### config.mk
export PLATFORM = sky130hd
export DESIGN_NAME = uart_tx_serializer
export DESIGN_NICKNAME = d
export VERILOG_FILES = /design/src/rtl/uart_tx_serializer_pkg.sv /design/src/rtl/uart_tx_serializer_parity.sv /design/src/rtl/uart_tx_serializer.sv
export SDC_FILE = /design/constraint.sdc
export NUM_CORES = 1
export LEC_CHECK = 0
export CORE_UTILIZATION = 51
export CTS_CLUSTER_SIZE = 12
export DETAILED_ROUTE_END_ITERATION = 10
export HOLD_SLACK_MARGIN = 0.02
export PLACE_DENSITY = 0.77
export SYNTH_ARGS = -nofsm -noshare
export SYNTH_HDL_FRONTEND = slang
export SYNTH_SLANG_ARGS = --single-unit
### constraint.sdc
create_clock -name CLK -period 2 [get_ports CLK]
set_input_delay 0.2 -clock CLK [delete_from_list [all_inputs] [get_ports CLK]]
set_output_delay 0.2 -clock CLK [all_outputs]
set_load 0.02 [all_outputs]
### src/rtl/uart_tx_serializer_pkg.sv
// Shared definitions for the UART transmit serializer: state encoding,
// default word width and parity-type constants.
package uart_tx_serializer_pkg;

  localparam int DEFAULT_DATA_WIDTH = 8;

  localparam logic EVEN = 1'b0;
  localparam logic ODD  = 1'b1;

  typedef enum logic [2:0] {
    IDLE   = 3'd0,
    START  = 3'd1,
    DATA   = 3'd2,
    PARITY = 3'd3,
    STOP   = 3'd4
  } tx_state_e;

  // A one-bit word still needs a one-bit counter register.
  function automatic int cnt_width(input int width);
    return (width > 1) ? $clog2(width) : 1;
  endfunction

endpackage

### src/rtl/uart_tx_serializer_parity.sv
// Parity generator for the latched transmit word: reduction XOR built as an
// explicit chain, inverted for odd parity.
module tx_parity_calc
  import uart_tx_serializer_pkg::*;
#(
  parameter int DATA_WIDTH = DEFAULT_DATA_WIDTH
) (
  input  logic [DATA_WIDTH-1:0] data,
  input  logic                  par_typ,
  output logic                  parity_bit
);

  logic [DATA_WIDTH-1:0] xor_chain;

  assign xor_chain[0] = data[0];

  genvar gi;
  generate
    for (gi = 1; gi < DATA_WIDTH; gi++) begin : g_xor
      assign xor_chain[gi] = xor_chain[gi-1] ^ data[gi];
    end
  endgenerate

  assign parity_bit = xor_chain[DATA_WIDTH-1] ^ (par_typ == ODD);

endmodule

### src/rtl/uart_tx_serializer.sv
// UART frame serializer: start bit, LSB-first data, optional parity, stop bit.
// TX_OUT and Busy are registered and computed from the next state.
module uart_tx_serializer
  import uart_tx_serializer_pkg::*;
#(
  parameter int DATA_WIDTH = DEFAULT_DATA_WIDTH
) (
  input  logic                  CLK,
  input  logic                  Reset,
  input  logic [DATA_WIDTH-1:0] P_DATA,
  input  logic                  Data_valid,
  input  logic                  PAR_EN,
  input  logic                  PAR_TYP,
  output logic                  TX_OUT,
  output logic                  Busy
);

  localparam int CNT_W = cnt_width(DATA_WIDTH);
  localparam logic [CNT_W-1:0] LAST_BIT = CNT_W'(DATA_WIDTH - 1);

  tx_state_e             state_reg, state_next;
  logic [CNT_W-1:0]      bit_cnt_reg, bit_cnt_next;
  logic [DATA_WIDTH-1:0] data_reg, data_next;
  logic                  par_en_reg, par_en_next;
  logic                  par_typ_reg, par_typ_next;
  logic                  tx_out_reg, tx_out_next;
  logic                  busy_reg, busy_next;
  logic                  parity_bit;

  tx_parity_calc #(
    .DATA_WIDTH(DATA_WIDTH)
  ) u_parity (
    .data      (data_reg),
    .par_typ   (par_typ_reg),
    .parity_bit(parity_bit)
  );

  always_ff @(posedge CLK or negedge Reset) begin
    if (!Reset) begin
      state_reg   <= IDLE;
      bit_cnt_reg <= '0;
      data_reg    <= '0;
      par_en_reg  <= 1'b0;
      par_typ_reg <= 1'b0;
      tx_out_reg  <= 1'b1;
      busy_reg    <= 1'b0;
    end else begin
      state_reg   <= state_next;
      bit_cnt_reg <= bit_cnt_next;
      data_reg    <= data_next;
      par_en_reg  <= par_en_next;
      par_typ_reg <= par_typ_next;
      tx_out_reg  <= tx_out_next;
      busy_reg    <= busy_next;
    end
  end

  // Outputs describe the line level of the state being entered.
  always_comb begin
    state_next   = state_reg;
    bit_cnt_next = bit_cnt_reg;
    data_next    = data_reg;
    par_en_next  = par_en_reg;
    par_typ_next = par_typ_reg;
    tx_out_next  = 1'b1;
    busy_next    = 1'b1;
    case (state_reg)
      IDLE: begin
        busy_next = 1'b0;
        if (Data_valid) begin
          state_next   = START;
          data_next    = P_DATA;
          par_en_next  = PAR_EN;
          par_typ_next = PAR_TYP;
          tx_out_next  = 1'b0;
          busy_next    = 1'b1;
        end
      end
      START: begin
        state_next   = DATA;
        bit_cnt_next = '0;
        tx_out_next  = data_reg[0];
      end
      DATA: begin
        if (bit_cnt_reg == LAST_BIT) begin
          bit_cnt_next = '0;
          if (par_en_reg) begin
            state_next  = PARITY;
            tx_out_next = parity_bit;
          end else begin
            state_next = STOP;
          end
        end else begin
          bit_cnt_next = bit_cnt_reg + CNT_W'(1);
          tx_out_next  = data_reg[bit_cnt_next];
        end
      end
      PARITY: begin
        state_next = STOP;
      end
      STOP: begin
        state_next = IDLE;
        busy_next  = 1'b0;
      end
      default: begin
        state_next   = IDLE;
        bit_cnt_next = '0;
        busy_next    = 1'b0;
      end
    endcase
  end

  assign TX_OUT = tx_out_reg;
  assign Busy   = busy_reg;

endmodule

==> flow_metrics.env <==
export IMPL_status="completed"
export IMPL_die_area_sq_mm=0.001972
export IMPL_max_freq_ghz=0.5446
export IMPL_syn_inst=73
export IMPL_synth_area_sq_um=917.1
export IMPL_seq_area_sq_um=451.7
export IMPL_path_class="reg2reg"
export IMPL_cts_buffer_depth=2
export IMPL_gr_total_overflow=0
export IMPL_ctsHoldBuffers=0
export IMPL_cp_max_fo=6
export IMPL_leakagePower_nw=0.4860
export IMPL_ys_seq_elements=18
export IMPL_place_congestion=0.7453
export IMPL_cts_tree="done"
export IMPL_first_pass_iters=4
export IMPL_min_path_type="in2async"
export IMPL_fin_crit_sh_pct=91.81
export IMPL_clock_skew_ns=0.005421
export IMPL_vias_per_cell=5.548
export IMPL_yosys_top_cells_area="dfrtp_1 (46%), mux2_2 (12%), mux4_1 (5.7%)"
export IMPL_clock_latency_ns=0.30
export IMPL_nets=107
export IMPL_rr_endpoint="TX_OUT$_DFF_PN1_"
export IMPL_powerDensity_mw_per_mm2=1587
export IMPL_port_buffers=14
export IMPL_drive_above_1_share_pct=23.08
export IMPL_ys_seq_area_share_pct=49.25
export IMPL_crit_cells=6
export IMPL_die_w_microns=44.41
export IMPL_routed_via_count=638
export IMPL_placed_cells=111
export IMPL_worst_pin_slew_ns=0.3835
export IMPL_cp_cell_sequence="ha_1 > ha_1 > mux4_1 > mux2_2 > o21ai_2 > o211ai_1"
export IMPL_totalWireLength_microns=1570
export IMPL_cp_end_kind="flop"
export IMPL_cts_resized=0
export IMPL_first_global_vias=602
export IMPL_synth_top_cell_by_area="dfrtp_1"
export IMPL_grt_max_degree=19
export IMPL_routedWlPerCell_microns=13.65
export IMPL_rr_worst_depth=6
export IMPL_ys_types=28
export IMPL_setup_viol=0
export IMPL_peakVddDrop_uv=819.9
export IMPL_max_stage_delay_ns=0.46
export IMPL_cts_max_level=1
export IMPL_hold_violations=0
export IMPL_n_antenna_cell=0
export IMPL_coreArea_sq_mm=0.001594
export IMPL_min_period_ns=1.836
export IMPL_worstReg2RegStart="bit_cnt_reg[0]$_DFFE_PN0N_"
export IMPL_initial_core_util_pct=57.54
export IMPL_post_cts_buffers=0
export IMPL_dp_hpwl_microns=1173
export IMPL_antenna_left=0
export IMPL_grt_pass1_wl_microns=2670
export IMPL_worstPathArrival_ns=2.06
export IMPL_antenna_found_initial=0
export IMPL_rows=14
export IMPL_drtIter0Drc=10
export IMPL_drc=0
export IMPL_grt_usage_pct=19.25
export IMPL_crit_family="multiplexers"
export IMPL_crit_path_top_delay_cell="dfrtp_1"
export IMPL_syn2layout_area_growth_pct=23.47
export IMPL_crit_start="bit_cnt_reg[0]$_DFFE_PN0N_"
export IMPL_root_buffer="clkbuf_4"
export IMPL_largest_reg_flops=8
export IMPL_slew_violations=0
export IMPL_multiInputGateArea_sq_um=447.9
export IMPL_cp_num_buf_inv=0
export IMPL_path_clk_slew_ns=0.11
export IMPL_io_pin_count=15
export IMPL_yosys_warnings=0
export IMPL_finalNonFillerCells=115
export IMPL_rsz0062_at_grt="false"
export IMPL_worstSetupStartpointType="flop"
export IMPL_syn_nets=88
export IMPL_cp_common_cell="ha_1"
export IMPL_clock_sinks=18
export IMPL_synth_top_cell_area_share_pct=46.38
export IMPL_die_y_microns=44.41
export IMPL_cts_buffers=3
export IMPL_fillers=117
export IMPL_r2r_slack_ns=0.16
export IMPL_relSlewSlack_pct=74.44
export IMPL_maxCapViolations=0
export IMPL_syn_avg_cell_area_sq_um=12.56
export IMPL_finalSetupTns_ns=0
export IMPL_required_ns=2.22
[metrics by stage]
stage	area, sq um	util (%)	hold WS, ns	worst slack [ns]	total power [W]
global placement	1096	68.76	0.4999	0.2468	0.001551
CTS	1132	71.04	0.2264	0.1674	0.001805
detailed placement	1096	68.76	0.5052	0.1648	0.001580
floorplan	917.1	-	-0.09559	0.2805	0.001389
global route	1132	71.04	0.2406	0.05159	0.001923
finish	1132	71.04	0.2149	0.1637	0.001797
[cell usage in the layout (no fill, tap or decap), types with 2 or more instances in the layout]
cell | synthesis | routed
ha_1 | 2 | 2
a21oi_1 | 3 | 3
nand2_1 | 5 | 5
nor2_1 | 4 | 4
clkdlybuf4s50_1 | 0 | 14
mux2i_1 | 3 | 3
xnor2_1 | 2 | 2
clkbuf_4 | 0 | 3
mux4_1 | 2 | 2
buf_4 | 0 | 3
dfrtp_1 | 17 | 17
mux2_2 | 10 | 10
nor3_1 | 3 | 3
o21ai_0 | 5 | 5
[area by class of cell]
| type | count | share of cell area (%) |
|---|---|---|
| tap | 24 | 2.652 |
| timing repair buffer | 17 | 14.36 |
| clock buffer | 4 | 3.204 |
| inverter | 1 | 0.3315 |
| multi-input combinational | 51 | 39.56 |
| sequential | 18 | 39.89 |
[routing by layer]
metal / track usage (%) / part of all wire [%]
met1: 27.17 / 46
met2: 28.82 / 50
met3: 2.449 / 3.9
met4: 10.91 / 0.38
met5: 0 / 0
[synth_stat cells]
library cell and instances:
dfrtp_1 17, mux2_2 10, nand2_1 5, o21ai_0 5, nor2_1 4, a21oi_1 3, mux2i_1 3, nor3_1 3
ha_1 2, mux4_1 2, xnor2_1 2, a31oi_1 1, buf_1 1, buf_2 1, clkbuf_2 1, dfstp_2 1
inv_1 1, nand2b_1 1, nand3_1 1, nor2b_1 1, nor3b_1 1, nor3b_2 1, o211ai_1 1, o21ai_2 1
or2_2 1, xnor3_1 1, xor2_1 1, xor3_1 1
[how the worst max path moves through the flow]
stage	endpoint	slack (ns)
CTS	TX_OUT$_DFF_PN1_	0.17
global route	TX_OUT$_DFF_PN1_	0.05
finish	TX_OUT$_DFF_PN1_	0.16
global placement	TX_OUT$_DFF_PN1_	0.25
floorplan	TX_OUT$_DFF_PN1_	0.28
detailed placement	TX_OUT$_DFF_PN1_	0.16
[power by group]
group          internal, W  leakage, nW  switching, W
clock             0.000111       0.0210      0.000117
combinational     0.000546        0.248      0.000296
sequential        0.000541        0.217      0.000186
total              0.00120        0.486      0.000599
[logic make-up after synthesis]
kind of cell | count (synthesis) | synth area share (%)
multiplexers | 15 | 21.28
AO/OA/AOI/OAI | 11 | 6.821
adder cells (fa/ha/maj) | 2 | 2.728
AND/OR/NAND/NOR | 18 | 10.10
flip-flops | 18 | 49.25
XOR/XNOR | 5 | 7.913
buffers and inverters | 4 | 1.908
Power figures use the tool's default switching activity.
